`src/rtl/seven_seg_scheduler_pkg.sv`:
```
// Shared types and constants for the seven-segment display scheduler.
// Holds the FSM encoding, the source-id codes and the round-robin pick helper.
package seven_seg_scheduler_pkg;

  typedef enum logic [1:0] {
    SHOW_PC  = 2'd0,
    SHOW_REQ = 2'd1,
    GAP      = 2'd2
  } sched_state_e;

  localparam logic [1:0] SRC_PC  = 2'd0;
  localparam logic [1:0] SRC_A   = 2'd1;
  localparam logic [1:0] SRC_B   = 2'd2;
  localparam logic [1:0] SRC_GAP = 2'd3;

  // A wins when it is alone, or on a tie when B was granted last.
  function automatic logic pick_a(input logic req_a, input logic req_b, input logic last_b);
    return req_a && (!req_b || last_b);
  endfunction

endpackage

```
`src/rtl/seven_seg_scheduler_refresh_tick_gen.sv`:
```
// Prescaler plus 2-bit digit counter: emits the registered digit-step pulse
// and the end-of-frame tick (step on the last digit); paused by freeze.
module refresh_tick_gen
  import seven_seg_scheduler_pkg::*;
#(
  parameter int PRESCALE = 50000,
  parameter int CNTW     = 16
) (
  input  logic clk_i,
  input  logic rst_ni,
  input  logic freeze_i,
  output logic stepen_o,
  output logic frametick_o
);

  localparam logic [CNTW-1:0] PRESC_LAST = CNTW'(PRESCALE - 1);

  logic [CNTW-1:0] presc_q, presc_d;
  logic            step_q, step_d;
  logic [1:0]      digit_q, digit_d;

  // Next-state for prescaler, step pulse and digit position.
  always_comb begin
    presc_d = presc_q;
    step_d  = 1'b0;
    digit_d = digit_q;
    if (step_q) begin
      digit_d = digit_q + 2'd1;
    end else begin
      digit_d = digit_q;
    end
    if (!freeze_i) begin
      if (presc_q == PRESC_LAST) begin
        presc_d = '0;
        step_d  = 1'b1;
      end else begin
        presc_d = presc_q + CNTW'(1);
        step_d  = 1'b0;
      end
    end else begin
      presc_d = presc_q;
      step_d  = 1'b0;
    end
  end

  // Counter and pulse registers.
  always_ff @(posedge clk_i or negedge rst_ni) begin
    if (!rst_ni) begin
      presc_q <= '0;
      step_q  <= 1'b0;
      digit_q <= 2'd0;
    end else begin
      presc_q <= presc_d;
      step_q  <= step_d;
      digit_q <= digit_d;
    end
  end

  assign stepen_o    = step_q;
  assign frametick_o = step_q && (digit_q == 2'd3);

endmodule

```
`src/rtl/seven_seg_scheduler.sv`:
```
// Display source scheduler: shows the live PC by default and lends the display
// to requester A or B for HOLD_FRAMES frames, followed by one blank gap frame.
module seven_seg_scheduler
  import seven_seg_scheduler_pkg::*;
#(
  parameter int PRESCALE    = 50000,
  parameter int HOLD_FRAMES = 256,
  parameter int CNTW        = 16,
  parameter int HOLDW       = 8
) (
  input  logic        clock,
  input  logic        resetn,
  input  logic        freeze,
  input  logic [15:0] pcval,
  input  logic        reqa,
  input  logic [15:0] dataa,
  input  logic        reqb,
  input  logic [15:0] datab,
  output logic        gnta,
  output logic        gntb,
  output logic        stepen,
  output logic [15:0] dispval,
  output logic        dispblank,
  output logic [1:0]  srcid,
  output logic        busy
);

  localparam logic [HOLDW-1:0] HOLD_LAST = HOLDW'(HOLD_FRAMES - 1);

  sched_state_e     state_q, state_d;
  logic [HOLDW-1:0] hold_q, hold_d;
  logic             last_b_q, last_b_d;
  logic [15:0]      disp_q, disp_d;
  logic             gnta_q, gnta_d, gntb_q, gntb_d;
  logic             blank_q, blank_d, busy_q, busy_d;
  logic [1:0]       srcid_q, srcid_d;
  logic             frametick_s, grant_s, win_a_s;

  refresh_tick_gen #(
    .PRESCALE(PRESCALE),
    .CNTW    (CNTW)
  ) u_tick (
    .clk_i      (clock),
    .rst_ni     (resetn),
    .freeze_i   (freeze),
    .stepen_o   (stepen),
    .frametick_o(frametick_s)
  );

  // Scheduler FSM, arbiter and next values of the registered outputs.
  always_comb begin
    state_d  = state_q;
    hold_d   = hold_q;
    last_b_d = last_b_q;
    disp_d   = disp_q;
    gnta_d   = 1'b0;
    gntb_d   = 1'b0;
    grant_s  = 1'b0;
    win_a_s  = pick_a(reqa, reqb, last_b_q);
    case (state_q)
      SHOW_PC: begin
        disp_d  = pcval;
        grant_s = frametick_s && (reqa || reqb);
      end
      SHOW_REQ: begin
        if (frametick_s) begin
          if (hold_q == HOLD_LAST) begin
            state_d = GAP;
          end else begin
            hold_d = hold_q + HOLDW'(1);
          end
        end else begin
          hold_d = hold_q;
        end
      end
      GAP: begin
        if (frametick_s) begin
          if (reqa || reqb) begin
            grant_s = 1'b1;
          end else begin
            state_d = SHOW_PC;
          end
        end else begin
          state_d = GAP;
        end
      end
      default: state_d = SHOW_PC;
    endcase
    // A grant restarts the hold and latches the winner's data with its pulse.
    if (grant_s) begin
      state_d  = SHOW_REQ;
      hold_d   = '0;
      last_b_d = !win_a_s;
      disp_d   = win_a_s ? dataa : datab;
      gnta_d   = win_a_s;
      gntb_d   = !win_a_s;
    end else begin
      last_b_d = last_b_q;
    end
    case (state_d)
      SHOW_PC:  srcid_d = SRC_PC;
      SHOW_REQ: srcid_d = grant_s ? (win_a_s ? SRC_A : SRC_B) : srcid_q;
      GAP:      srcid_d = SRC_GAP;
      default:  srcid_d = SRC_PC;
    endcase
    busy_d  = (state_d != SHOW_PC);
    blank_d = (state_d == GAP);
  end

  // State and output registers.
  always_ff @(posedge clock or negedge resetn) begin
    if (!resetn) begin
      state_q  <= SHOW_PC;
      hold_q   <= '0;
      last_b_q <= 1'b1;
      disp_q   <= 16'd0;
      gnta_q   <= 1'b0;
      gntb_q   <= 1'b0;
      blank_q  <= 1'b0;
      busy_q   <= 1'b0;
      srcid_q  <= SRC_PC;
    end else begin
      state_q  <= state_d;
      hold_q   <= hold_d;
      last_b_q <= last_b_d;
      disp_q   <= disp_d;
      gnta_q   <= gnta_d;
      gntb_q   <= gntb_d;
      blank_q  <= blank_d;
      busy_q   <= busy_d;
      srcid_q  <= srcid_d;
    end
  end

  assign gnta      = gnta_q;
  assign gntb      = gntb_q;
  assign dispval   = disp_q;
  assign dispblank = blank_q;
  assign srcid     = srcid_q;
  assign busy      = busy_q;

endmodule
```
`config.mk`:
```
export PLATFORM = sky130hd
export DESIGN_NAME = seven_seg_scheduler
export DESIGN_NICKNAME = d
export VERILOG_FILES = /design/src/rtl/seven_seg_scheduler_pkg.sv /design/src/rtl/seven_seg_scheduler_refresh_tick_gen.sv /design/src/rtl/seven_seg_scheduler.sv
export SDC_FILE = /design/constraint.sdc
export NUM_CORES = 1
export LEC_CHECK = 0
export CORE_AREA = 2 2 78 80
export DETAILED_ROUTE_END_ITERATION = 10
export DIE_AREA = 0 0 80 82
export HOLD_SLACK_MARGIN = 0.03
export PLACE_DENSITY = 0.84
export SYNTH_ARGS = -nofsm -noshare
export SYNTH_HDL_FRONTEND = slang
export SYNTH_HIERARCHICAL = 1
export SYNTH_SLANG_ARGS = --single-unit
```
`constraint.sdc`:
```
create_clock -name clock -period 2.66 [get_ports clock]
set_input_delay 0.532 -clock clock [delete_from_list [all_inputs] [get_ports clock]]
set_output_delay 0.532 -clock clock [all_outputs]
set_load 0.05 [all_outputs]
```
==> impl_metrics.tcl <==
set metrics [dict create \
    status "finished, final reports clean" \
    io_buffers 75 \
    arrival_ns 2.50 \
    p_leak_nw 1.511 \
    syn-cell-area_mm2 0.002576 \
    hp-class "in -> async" \
    finalNetCount 376 \
    r2r_cells 8 \
    num-fill-cells 493 \
    required_ns 2.85 \
    ir_worst_vdd_v 0.0003106 \
    dp_hpwl_um 4521 \
    numCtsBuffers 5 \
    routedWlPerCell_um 15.31 \
    ys_seq_area_share_pct 50.56 \
    critPathKind "reg -> reg" \
    fin_tns_setup_ns 0 \
    cts_buffer_depth 2 \
    cts-resized-gates 0 \
    worstPathMaxFanout 6 \
    core_area_mm2 0.005746 \
    multi_input_area_mm2 0.001184 \
    synth-edff-count 0 \
    firstDrtPassIters 5 \
    cp-end-kind "register" \
    synth_top_cell_by_area "dfrtp_1" \
    final-seq-area_mm2 0.001303 \
    maxSlewHeadroom_pct 56.08 \
    htree_levels 2 \
    fin_crit_ns 2.309 \
    netlist_top_cells_area "dfrtp_1 (50%), a222oi_1 (6.2%), nor2_1 (5.1%), a21oi_1 (3.9%), xor2_1 (3.7%)" \
    finalSetupViolations 0 \
    grt_overflow 0 \
    power.density_mw_per_mm2 466.6 \
    viasPerCell 5.474 \
    num_io_pins 76 \
    post-cts-setup-buffers 0 \
    drc 0 \
    synth-main-ff-cell "dfrtp_1" \
    ctsHoldBuffers 0 \
    die_x_um 80 \
    postRouteAntennaNets 0 \
    diodes 0 \
    grt_pass1_vias 2051 \
    gp_congestion 0.9224 \
    syn_inst 239 \
    finalNonFillerCells 392 \
    clk_latency_ns 0.30 \
    yosysUniqueCellTypes 48 \
    async_flop_share_pct 100.0 \
    netlist_top_cells_count "dfrtp_1 (51), nor2_1 (35), a21oi_1 (20)" \
    yosysMostFrequentCell "dfrtp_1" \
    wl_um 6001 \
    track_usage_pct 18.12 \
    rrSetupSlack_ns 0.35 \
    drt_iter0_drc 116 \
    cts_tree "done" \
    place_area_mm2 0.003386 \
    cts_sinks 52 \
    clockRootBuffer "clkbuf_8" \
    final_cell_area_mm2 0.003463 \
    antenna_found_initial 0 \
    clock.fmax_ghz 0.4331 \
    die_y_um 82 \
    synth_area_per_cell_um2 10.78 \
    finalClockSkew_ns 0.006848 \
    tightest_slew_ns 0.6587 \
    grt_max_degree 33 \
    yosysTopAreaCellShare_pct 49.54 \
    crit_path_start_kind "register" \
    clkTransAtPathRegs_ns 0.09 \
    worstSetupStartpoint "u_tick/digit_q[0]" \
    final_layout_size_suffix_gt1_share_pct 8.202 \
    cap_viol_max_count 0 \
    ys_seq_elements 52 \
    area_growth_pct 34.43 \
    yosys_warnings 6 \
    rsz0062_at_grt "no" \
    synthesis.nets 298 \
    grt_pass1_wl_um 9294 \
    dr_total_vias 2146 \
    hold_viol 0 \
    worst_r2r_startpoint "u_tick/digit_q[0]" \
    dieArea_mm2 0.006560 \
    post-route-period-util_pct 86.81 \
    initial_core_util_pct 44.84 \
    place_inst 385 \
    drv_slew 0 \
    rows 28 \
]
metrics by stage:
stage	power, mW	utilization, %	hold slack, ns	setup WS, ns
after floorplan	1.058	-	0.2364	0.2609
after global placement	1.206	58.93	0.4653	0.2692
after detailed placement	1.218	58.93	0.4738	0.2053
after CTS	1.644	60.28	0.1863	0.3336
after global routing	1.708	60.28	0.2034	0.1784
final	1.616	60.28	0.1739	0.3508
cell families (layout without fill, tap and decap cells):
group                      after synthesis  in the layout  share of synthesized area (%)
muxes                                    3              3                          1.263
xor gates and xnor gates                18             18                          6.119
AOI/OAI and AO/OA                       57             57                          16.37
DFF                                     52             52                          50.56
adders and majority gates                6              6                          2.914
and+or+nand+nor                         88             88                          19.14
buffers and inverters                   15             93                          3.642
final timing paths:
path	end
max	srcid[1]
min	u_tick/presc_q[0]
max reg2reg	srcid[1]
min reg2reg	u_tick/digit_q[0]
max in group asynchronous	last_b_q
min in group clock	u_tick/digit_q[0]
critical path, stage by stage, from the launching register on:
cell and delay, ns:
dfrtp_1 0.40, ha_1 0.19, and2_1 0.18, and3b_2 0.27
a22oi_1 0.27, ha_1 0.28, o21ai_0 0.14, a22o_1 0.26
a32o_1 0.21
where the power goes:
part,switching [mW],internal [mW]
clock,0.236,0.179
combinational,0.142,0.143
sequential,0.0698,0.845
sequential cells by signal, indices dropped and copies added (netlist names), 2 cells and up:
signal	cells
dispval	16
u_tick/presc_q	16
hold_q	8
srcid	2
state_q	2
u_tick/digit_q	2
layout make-up:
cell class | instances | share of cell area (%)
Tap cell | 75 | 2.710
Timing Repair Buffer | 80 | 22.62
Inverter | 6 | 0.6503
Sequential cell | 52 | 37.61
Multi-Input combinational cell | 172 | 34.18
Clock buffer | 6 | 2.095
Clock inverter | 1 | 0.1445
layer usage:
layer  vias up  GRT usage (%)  share of wire, %
met5         -              0                 0
met4         0          3.051              0.45
met3         4          6.044               6.6
met2        55          32.17                52
met1      1038          21.78                41
li1       1049              -                 -
cells in the final DEF (no fill, tap or decap), types with 2 or more instances in the layout:
master / instances
clkdlybuf4s50_1: 74
dfrtp_1: 51
nor2_1: 35
a21oi_1: 19
a222oi_1: 16
xor2_1: 11
nand2_1: 9
xnor2_1: 7
inv_1: 6
ha_1: 6
o21ai_0: 5
and3_1: 5
clkbuf_8: 5
buf_4: 5
nor4_1: 5
nand4_1: 4
nand3_1: 4
nand2b_1: 3
a32o_1: 3
and2_1: 3
nand4b_1: 3
o2111ai_1: 2
or3_1: 2
a22o_1: 2
nand4bb_1: 2
nor3_1: 2
mux2_2: 2
(Power assumes the default switching activity.)
